<file path="config.mk">
export PLATFORM = sky130hd
export DESIGN_NAME = wb_mport_arbiter
export DESIGN_NICKNAME = d
export VERILOG_FILES = /design/src/rtl/wb_mport_arbiter.sv
export SDC_FILE = /design/constraint.sdc
export NUM_CORES = 1
export LEC_CHECK = 0
export ABC_AREA = 1
export CAP_MARGIN = 0
export CORE_AREA = 2 2 149 151
export CTS_CLUSTER_SIZE = 14
export DETAILED_ROUTE_END_ITERATION = 12
export DIE_AREA = 0 0 151 153
export SETUP_SLACK_MARGIN = 0.2
export SLEW_MARGIN = 20
export SYNTH_ARGS = -nofsm -noshare
export SYNTH_HDL_FRONTEND = slang
export SYNTH_SLANG_ARGS = --single-unit
</file>
<file path="constraint.sdc">
create_clock -name wb_clk -period 3.85 [get_ports wb_clk]
set_input_delay 0.5775 -clock wb_clk [delete_from_list [all_inputs] [get_ports wb_clk]]
set_output_delay 0.5775 -clock wb_clk [all_outputs]
set_load 0.1 [all_outputs]
</file>
<file path="src/rtl/wb_mport_arbiter.sv">
// Round-robin Wishbone arbiter: NUM_MASTERS masters share one slave port.
// Define WB_ARB_TIMEOUT_EN to abort strobes the slave leaves unanswered for TIMEOUT cycles.
module wb_mport_arbiter #(
  parameter int unsigned NUM_MASTERS = 3,
  parameter int unsigned AW          = 32,
  parameter int unsigned DW          = 32,
  parameter int unsigned TIMEOUT     = 255
) (
  input  logic                          wb_clk,
  input  logic                          wb_rst_n,
  input  logic [NUM_MASTERS*AW-1:0]     wbm_adr_i,
  input  logic [NUM_MASTERS*DW-1:0]     wbm_dat_i,
  input  logic [NUM_MASTERS*(DW/8)-1:0] wbm_sel_i,
  input  logic [NUM_MASTERS*3-1:0]      wbm_cti_i,
  input  logic [NUM_MASTERS*2-1:0]      wbm_bte_i,
  input  logic [NUM_MASTERS-1:0]        wbm_cyc_i,
  input  logic [NUM_MASTERS-1:0]        wbm_stb_i,
  input  logic [NUM_MASTERS-1:0]        wbm_we_i,
  output logic [DW-1:0]                 wbm_dat_o,
  output logic [NUM_MASTERS-1:0]        wbm_ack_o,
  output logic [NUM_MASTERS-1:0]        wbm_err_o,
  output logic [NUM_MASTERS-1:0]        wbm_rty_o,
  output logic [AW-1:0]                 wbs_adr_o,
  output logic [DW-1:0]                 wbs_dat_o,
  output logic [DW/8-1:0]               wbs_sel_o,
  output logic [2:0]                    wbs_cti_o,
  output logic [1:0]                    wbs_bte_o,
  output logic                          wbs_cyc_o,
  output logic                          wbs_stb_o,
  output logic                          wbs_we_o,
  input  logic [DW-1:0]                 wbs_dat_i,
  input  logic                          wbs_ack_i,
  input  logic                          wbs_err_i,
  input  logic                          wbs_rty_i,
  output logic [NUM_MASTERS-1:0]        grant_o
);

  localparam int unsigned SW = DW / 8;
  localparam int unsigned IW = $clog2(NUM_MASTERS);

  localparam logic [1:0] StIdle  = 2'd0;
  localparam logic [1:0] StGrant = 2'd1;
`ifdef WB_ARB_TIMEOUT_EN
  localparam logic [1:0] StTmo   = 2'd2;
`endif

  if (NUM_MASTERS < 2 || NUM_MASTERS > 8) begin : g_bad_num_masters
    $error("NUM_MASTERS must be in 2..8");
  end
  if (TIMEOUT < 1 || TIMEOUT > 65535) begin : g_bad_timeout
    $error("TIMEOUT must be in 1..65535");
  end

  logic [1:0]             state_q, state_d;
  logic [IW-1:0]          gidx_q, gidx_d;
  logic [IW-1:0]          last_q, last_d;
  logic [NUM_MASTERS-1:0] grant_q, grant_d;
  logic [IW-1:0]          pick;
  logic                   found;
  int unsigned            cand;
`ifdef WB_ARB_TIMEOUT_EN
  logic [15:0]            cnt_q, cnt_d;
  logic                   waiting;
`endif

  // Search starts just after the last owner so every requester gets a turn.
  always_comb begin
    found = 1'b0;
    pick  = last_q;
    cand  = 0;
    for (int unsigned k = 1; k <= NUM_MASTERS; k++) begin
      cand = (32'(last_q) + k) % NUM_MASTERS;
      if (!found && wbm_cyc_i[cand]) begin
        found = 1'b1;
        pick  = cand[IW-1:0];
      end
    end
  end

`ifdef WB_ARB_TIMEOUT_EN
  assign waiting = wbs_stb_o && !(wbs_ack_i || wbs_err_i || wbs_rty_i);
`endif

  always_comb begin
    state_d = state_q;
    gidx_d  = gidx_q;
    last_d  = last_q;
    grant_d = grant_q;
`ifdef WB_ARB_TIMEOUT_EN
    cnt_d   = cnt_q;
`endif
    case (state_q)
      StIdle: begin
        if (found) begin
          state_d       = StGrant;
          gidx_d        = pick;
          grant_d       = '0;
          grant_d[pick] = 1'b1;
        end
      end
      StGrant: begin
        if (!wbm_cyc_i[gidx_q]) begin
          state_d = StIdle;
          last_d  = gidx_q;
          grant_d = '0;
`ifdef WB_ARB_TIMEOUT_EN
          cnt_d   = '0;
        end else if (waiting) begin
          if (cnt_q == 16'(TIMEOUT - 1)) begin
            state_d = StTmo;
            cnt_d   = '0;
          end else begin
            cnt_d = cnt_q + 16'd1;
          end
        end else begin
          cnt_d = '0;
`endif
        end
      end
`ifdef WB_ARB_TIMEOUT_EN
      StTmo: begin
        state_d = StIdle;
        last_d  = gidx_q;
        grant_d = '0;
      end
`endif
      default: begin
        state_d = StIdle;
        grant_d = '0;
      end
    endcase
  end

  // Slave side is gated by the registered state, so an async reset silences it at once.
  always_comb begin
    wbs_adr_o = '0;
    wbs_dat_o = '0;
    wbs_sel_o = '0;
    wbs_cti_o = '0;
    wbs_bte_o = '0;
    wbs_cyc_o = 1'b0;
    wbs_stb_o = 1'b0;
    wbs_we_o  = 1'b0;
    wbm_ack_o = '0;
    wbm_err_o = '0;
    wbm_rty_o = '0;
    if (state_q == StGrant) begin
      wbs_adr_o         = wbm_adr_i[gidx_q*AW +: AW];
      wbs_dat_o         = wbm_dat_i[gidx_q*DW +: DW];
      wbs_sel_o         = wbm_sel_i[gidx_q*SW +: SW];
      wbs_cti_o         = wbm_cti_i[gidx_q*3 +: 3];
      wbs_bte_o         = wbm_bte_i[gidx_q*2 +: 2];
      wbs_cyc_o         = wbm_cyc_i[gidx_q];
      wbs_stb_o         = wbm_stb_i[gidx_q];
      wbs_we_o          = wbm_we_i[gidx_q];
      wbm_ack_o[gidx_q] = wbs_ack_i;
      wbm_err_o[gidx_q] = wbs_err_i;
      wbm_rty_o[gidx_q] = wbs_rty_i;
    end
`ifdef WB_ARB_TIMEOUT_EN
    if (state_q == StTmo) begin
      wbm_err_o[gidx_q] = 1'b1;
    end
`endif
  end

  assign wbm_dat_o = wbs_dat_i;
  assign grant_o   = grant_q;

  always_ff @(posedge wb_clk or negedge wb_rst_n) begin
    if (!wb_rst_n) begin
      state_q <= StIdle;
      gidx_q  <= '0;
      last_q  <= IW'(NUM_MASTERS - 1);
      grant_q <= '0;
`ifdef WB_ARB_TIMEOUT_EN
      cnt_q   <= '0;
`endif
    end else begin
      state_q <= state_d;
      gidx_q  <= gidx_d;
      last_q  <= last_d;
      grant_q <= grant_d;
`ifdef WB_ARB_TIMEOUT_EN
      cnt_q   <= cnt_d;
`endif
    end
  end

endmodule
</file>
==> impl_metrics.env <==
export IMPL_clock_insertion_delay_worst_skew_ps=230
export IMPL_yosys_register_bits=8
export IMPL_synthesis_nets=909
export IMPL_drt_drc_violations_left=0
export IMPL_max_cap_viol_count=0
export IMPL_setup_reg_to_reg_worst_slack_ps=1810
export IMPL_ff2ff_path_depth=8
export IMPL_htreeDepth=1
export IMPL_io_buffers=320
export IMPL_ctsHoldBuffers=0
export IMPL_vias=4873
export IMPL_synth_sequential_area_ratio_pct=6.71
export IMPL_timing_final_crit_share_pct=78.0
export IMPL_finClkSkew_ps=3.28
export IMPL_cts_reportedPaths_clkPinSlew_ps=40
export IMPL_grt_max_degree=47
export IMPL_status="finished, final reports clean"
export IMPL_slew_violations=0
export IMPL_cp_end_kind="primary output"
export IMPL_startpoint_of_the_lowest_slack_register_to_register_path="gidx_q[1]"
export IMPL_timing_worst_setup_path_type="flop to primary output"
export IMPL_worst_path_required_ps=3270
export IMPL_layout_cells_most_common="sky130_fd_sc_hd__nand2_1"
export IMPL_cts_tree="built"
export IMPL_floorplan_io_pins=385
export IMPL_drt_initial_drc_count=280
export IMPL_netlist_area_before_placement_mm2=0.00300
export IMPL_detailed_place_hpwl_um=13400
export IMPL_area_growth_synth_to_final_pct=136
export IMPL_detailedPlace_worstSlack_ps=1060
export IMPL_core_mm2=0.0215
export IMPL_grt_overflow_total=0
export IMPL_initial_core_utilization_pct=14.0
export IMPL_min_delay_start="grant_o[0]"
export IMPL_die_area_mm2=0.0231
export IMPL_timing_final_setup_violations=0
export IMPL_metal1_wirelength_um=6260
export IMPL_post_cts_repair_setup_buffers=0
export IMPL_wire_per_inst_um=14.0
export IMPL_grt_pass1_vias=4546
export IMPL_vdd_ir_drop_worst_mv=0.675
export IMPL_startpoint_types="flop"
export IMPL_tritoncts_num_buffers=3
export IMPL_top_signal_layer_used="met4"
export IMPL_wl_met2_um=8420
export IMPL_critical_path_arrival_ps=2420
export IMPL_inserted_diodes=0
export IMPL_floorplan_die_width_um=151
export IMPL_period_needed_ps=3000
export IMPL_hold_path_class="flop to flop"
export IMPL_rsz0062_at_grt="false"
export IMPL_met3_wirelength_um=1470
export IMPL_rows=54
export IMPL_syn_instance_count=640
export IMPL_cts_max_path_buffers=2
export IMPL_max_slew_margin_pct=32.7
export IMPL_grt_antenna_before_repair=0
export IMPL_timing_rr_end="state_q[0]"
export IMPL_net_total_in_the_final_layout=1170
export IMPL_vias_per_cell=4.13
export IMPL_synthesis_yosys_warnings=0
export IMPL_antenna_left=0
export IMPL_timing_critical_path_fanout_max=35
export IMPL_worst_slew_pin_slew_ps=1010
export IMPL_worstHoldPathCells=2
export IMPL_first_pass_grt_wire_length_um=24600
export IMPL_height_of_the_chip_um=153
export IMPL_hold_violations=0
export IMPL_layout_common_cells="sky130_fd_sc_hd__nand2_1, sky130_fd_sc_hd__clkdlybuf4s50_1, sky130_fd_sc_hd__nand3_1"
export IMPL_p_per_area_mw_per_mm2=1130
export IMPL_cts_sinks=8
export IMPL_grt_util_all_layers_pct=13.1
export IMPL_gp_congestion=0.853
export IMPL_fraction_of_final_layout_cells_with_drive_strength_greater_than_1_pct=12.6
export IMPL_setup_tns_final_ps=0
export IMPL_ctsRootBufferMaster="sky130_fd_sc_hd__clkbuf_16"
export IMPL_fin_ws_ps=848
export IMPL_synthesis_area_per_instance_um2=4.69
export IMPL_postCtsResizedCells=0
export IMPL_finalWirelength_um=16600
export IMPL_count_of_tritonroute_iterations_in_the_first_routing_pass=5
export IMPL_worst_hold_path_endpoint="grant_o[0]"
export IMPL_leakagePower_uw=0.00352
export IMPL_achievable_clock_frequency_mhz=333
export IMPL_number_of_unique_standard_cell_types_used_by_synthesis=20
## kinds of logic (layout without fill, tap and decap cells)
kind of cell | after synthesis | count (layout) | share of synthesized area, %
compound gates | 10 | 10 | 2.09
fa+ha+maj | 4 | 4 | 1.67
buf+inv | 169 | 429 | 25.9
flops | 8 | 8 | 6.71
simple gates | 449 | 449 | 63.6
## synthesized netlist by cell type
master                     number  area, um2
sky130_fd_sc_hd__nor2_4         1       11.3
sky130_fd_sc_hd__o21ai_0        8       40.0
sky130_fd_sc_hd__nor2_2         1       6.26
sky130_fd_sc_hd__nand2_2        2       12.5
sky130_fd_sc_hd__inv_2          4       15.0
sky130_fd_sc_hd__clkbuf_1      19       71.3
sky130_fd_sc_hd__inv_1         91        342
sky130_fd_sc_hd__nand2_1      268       1010
sky130_fd_sc_hd__dfrtp_1        7        175
sky130_fd_sc_hd__dfstp_2        1       26.3
sky130_fd_sc_hd__nand3_1      160        801
sky130_fd_sc_hd__or2_2          1       6.26
sky130_fd_sc_hd__buf_2         15       75.1
sky130_fd_sc_hd__buf_1          7       26.3
sky130_fd_sc_hd__nor2_1        15       56.3
sky130_fd_sc_hd__buf_4         33        248
sky130_fd_sc_hd__o21ai_4        1       16.3
sky130_fd_sc_hd__o22ai_1        1       6.26
sky130_fd_sc_hd__ha_1           4       50.1
sky130_fd_sc_hd__nor3_2         1       10.0
## power by group
part           total [uW]  switching [uW]  internal (uW)
combinational        7640            5210           2430
sequential            171            41.6            129
clock                 181            42.8            138
total                7990            5290           2690
## cell type report
cell class,count,area [um2]
clock buffer,4,78.8
fill,2316,14400
inverter,95,357
multi-input combinational,463,2030
sequential,8,204
tap,280,350
timing repair buffer,330,4070
## flip-flops by register name, indices dropped and copies added, names as in the netlist
name / cells
state_q: 1
grant_o: 3
last_q: 2
gidx_q: 2
## per-stage QoR
step | hold slack [ps] | cells | instance area (um2) | total power, uW | utilization, %
2_1_floorplan | 282 | 640 | 3000 | 5230 | -
3_3_place_gp | 474 | 1176 | 7000 | 7840 | 32.6
3_5_place_dp | 476 | 1176 | 7000 | 7870 | 32.6
4_1_cts | 488 | 1180 | 7080 | 8070 | 33.0
5_1_grt | 523 | 1180 | 7080 | 8380 | 33.0
6_report | 486 | 1180 | 7080 | 7990 | 33.0
## critical path: stages, from the launching register on
cell and delay, ps:
sky130_fd_sc_hd__dfrtp_1 380, sky130_fd_sc_hd__inv_2 300, sky130_fd_sc_hd__buf_4 430, sky130_fd_sc_hd__nand2_1 200, sky130_fd_sc_hd__o22ai_1 230, sky130_fd_sc_hd__nor3_2 110
sky130_fd_sc_hd__nor2_4 140, sky130_fd_sc_hd__nand2_1 80, sky130_fd_sc_hd__inv_1 120, sky130_fd_sc_hd__buf_12 180
## metal layers
metal,vias up,global-route usage [%]
li1,2448,-
met1,2179,15.1
met2,214,24.5
met3,32,2.99
met4,0,2.76
met5,-,0
## worst max path at each step
stage / end / startpoint / slack [ps]
floorplan: wbs_cyc_o / last_q[0] / 1120
global placement: wbs_cyc_o / wbm_cyc_i[1] / 1090
detailed placement: wbs_cyc_o / wbm_cyc_i[1] / 1060
CTS: wbs_cyc_o / gidx_q[1] / 840
global route: wbs_cyc_o / gidx_q[1] / 670
finish: wbs_cyc_o / gidx_q[1] / 850
No activity file was read; power rests on OpenSTA's default activity.
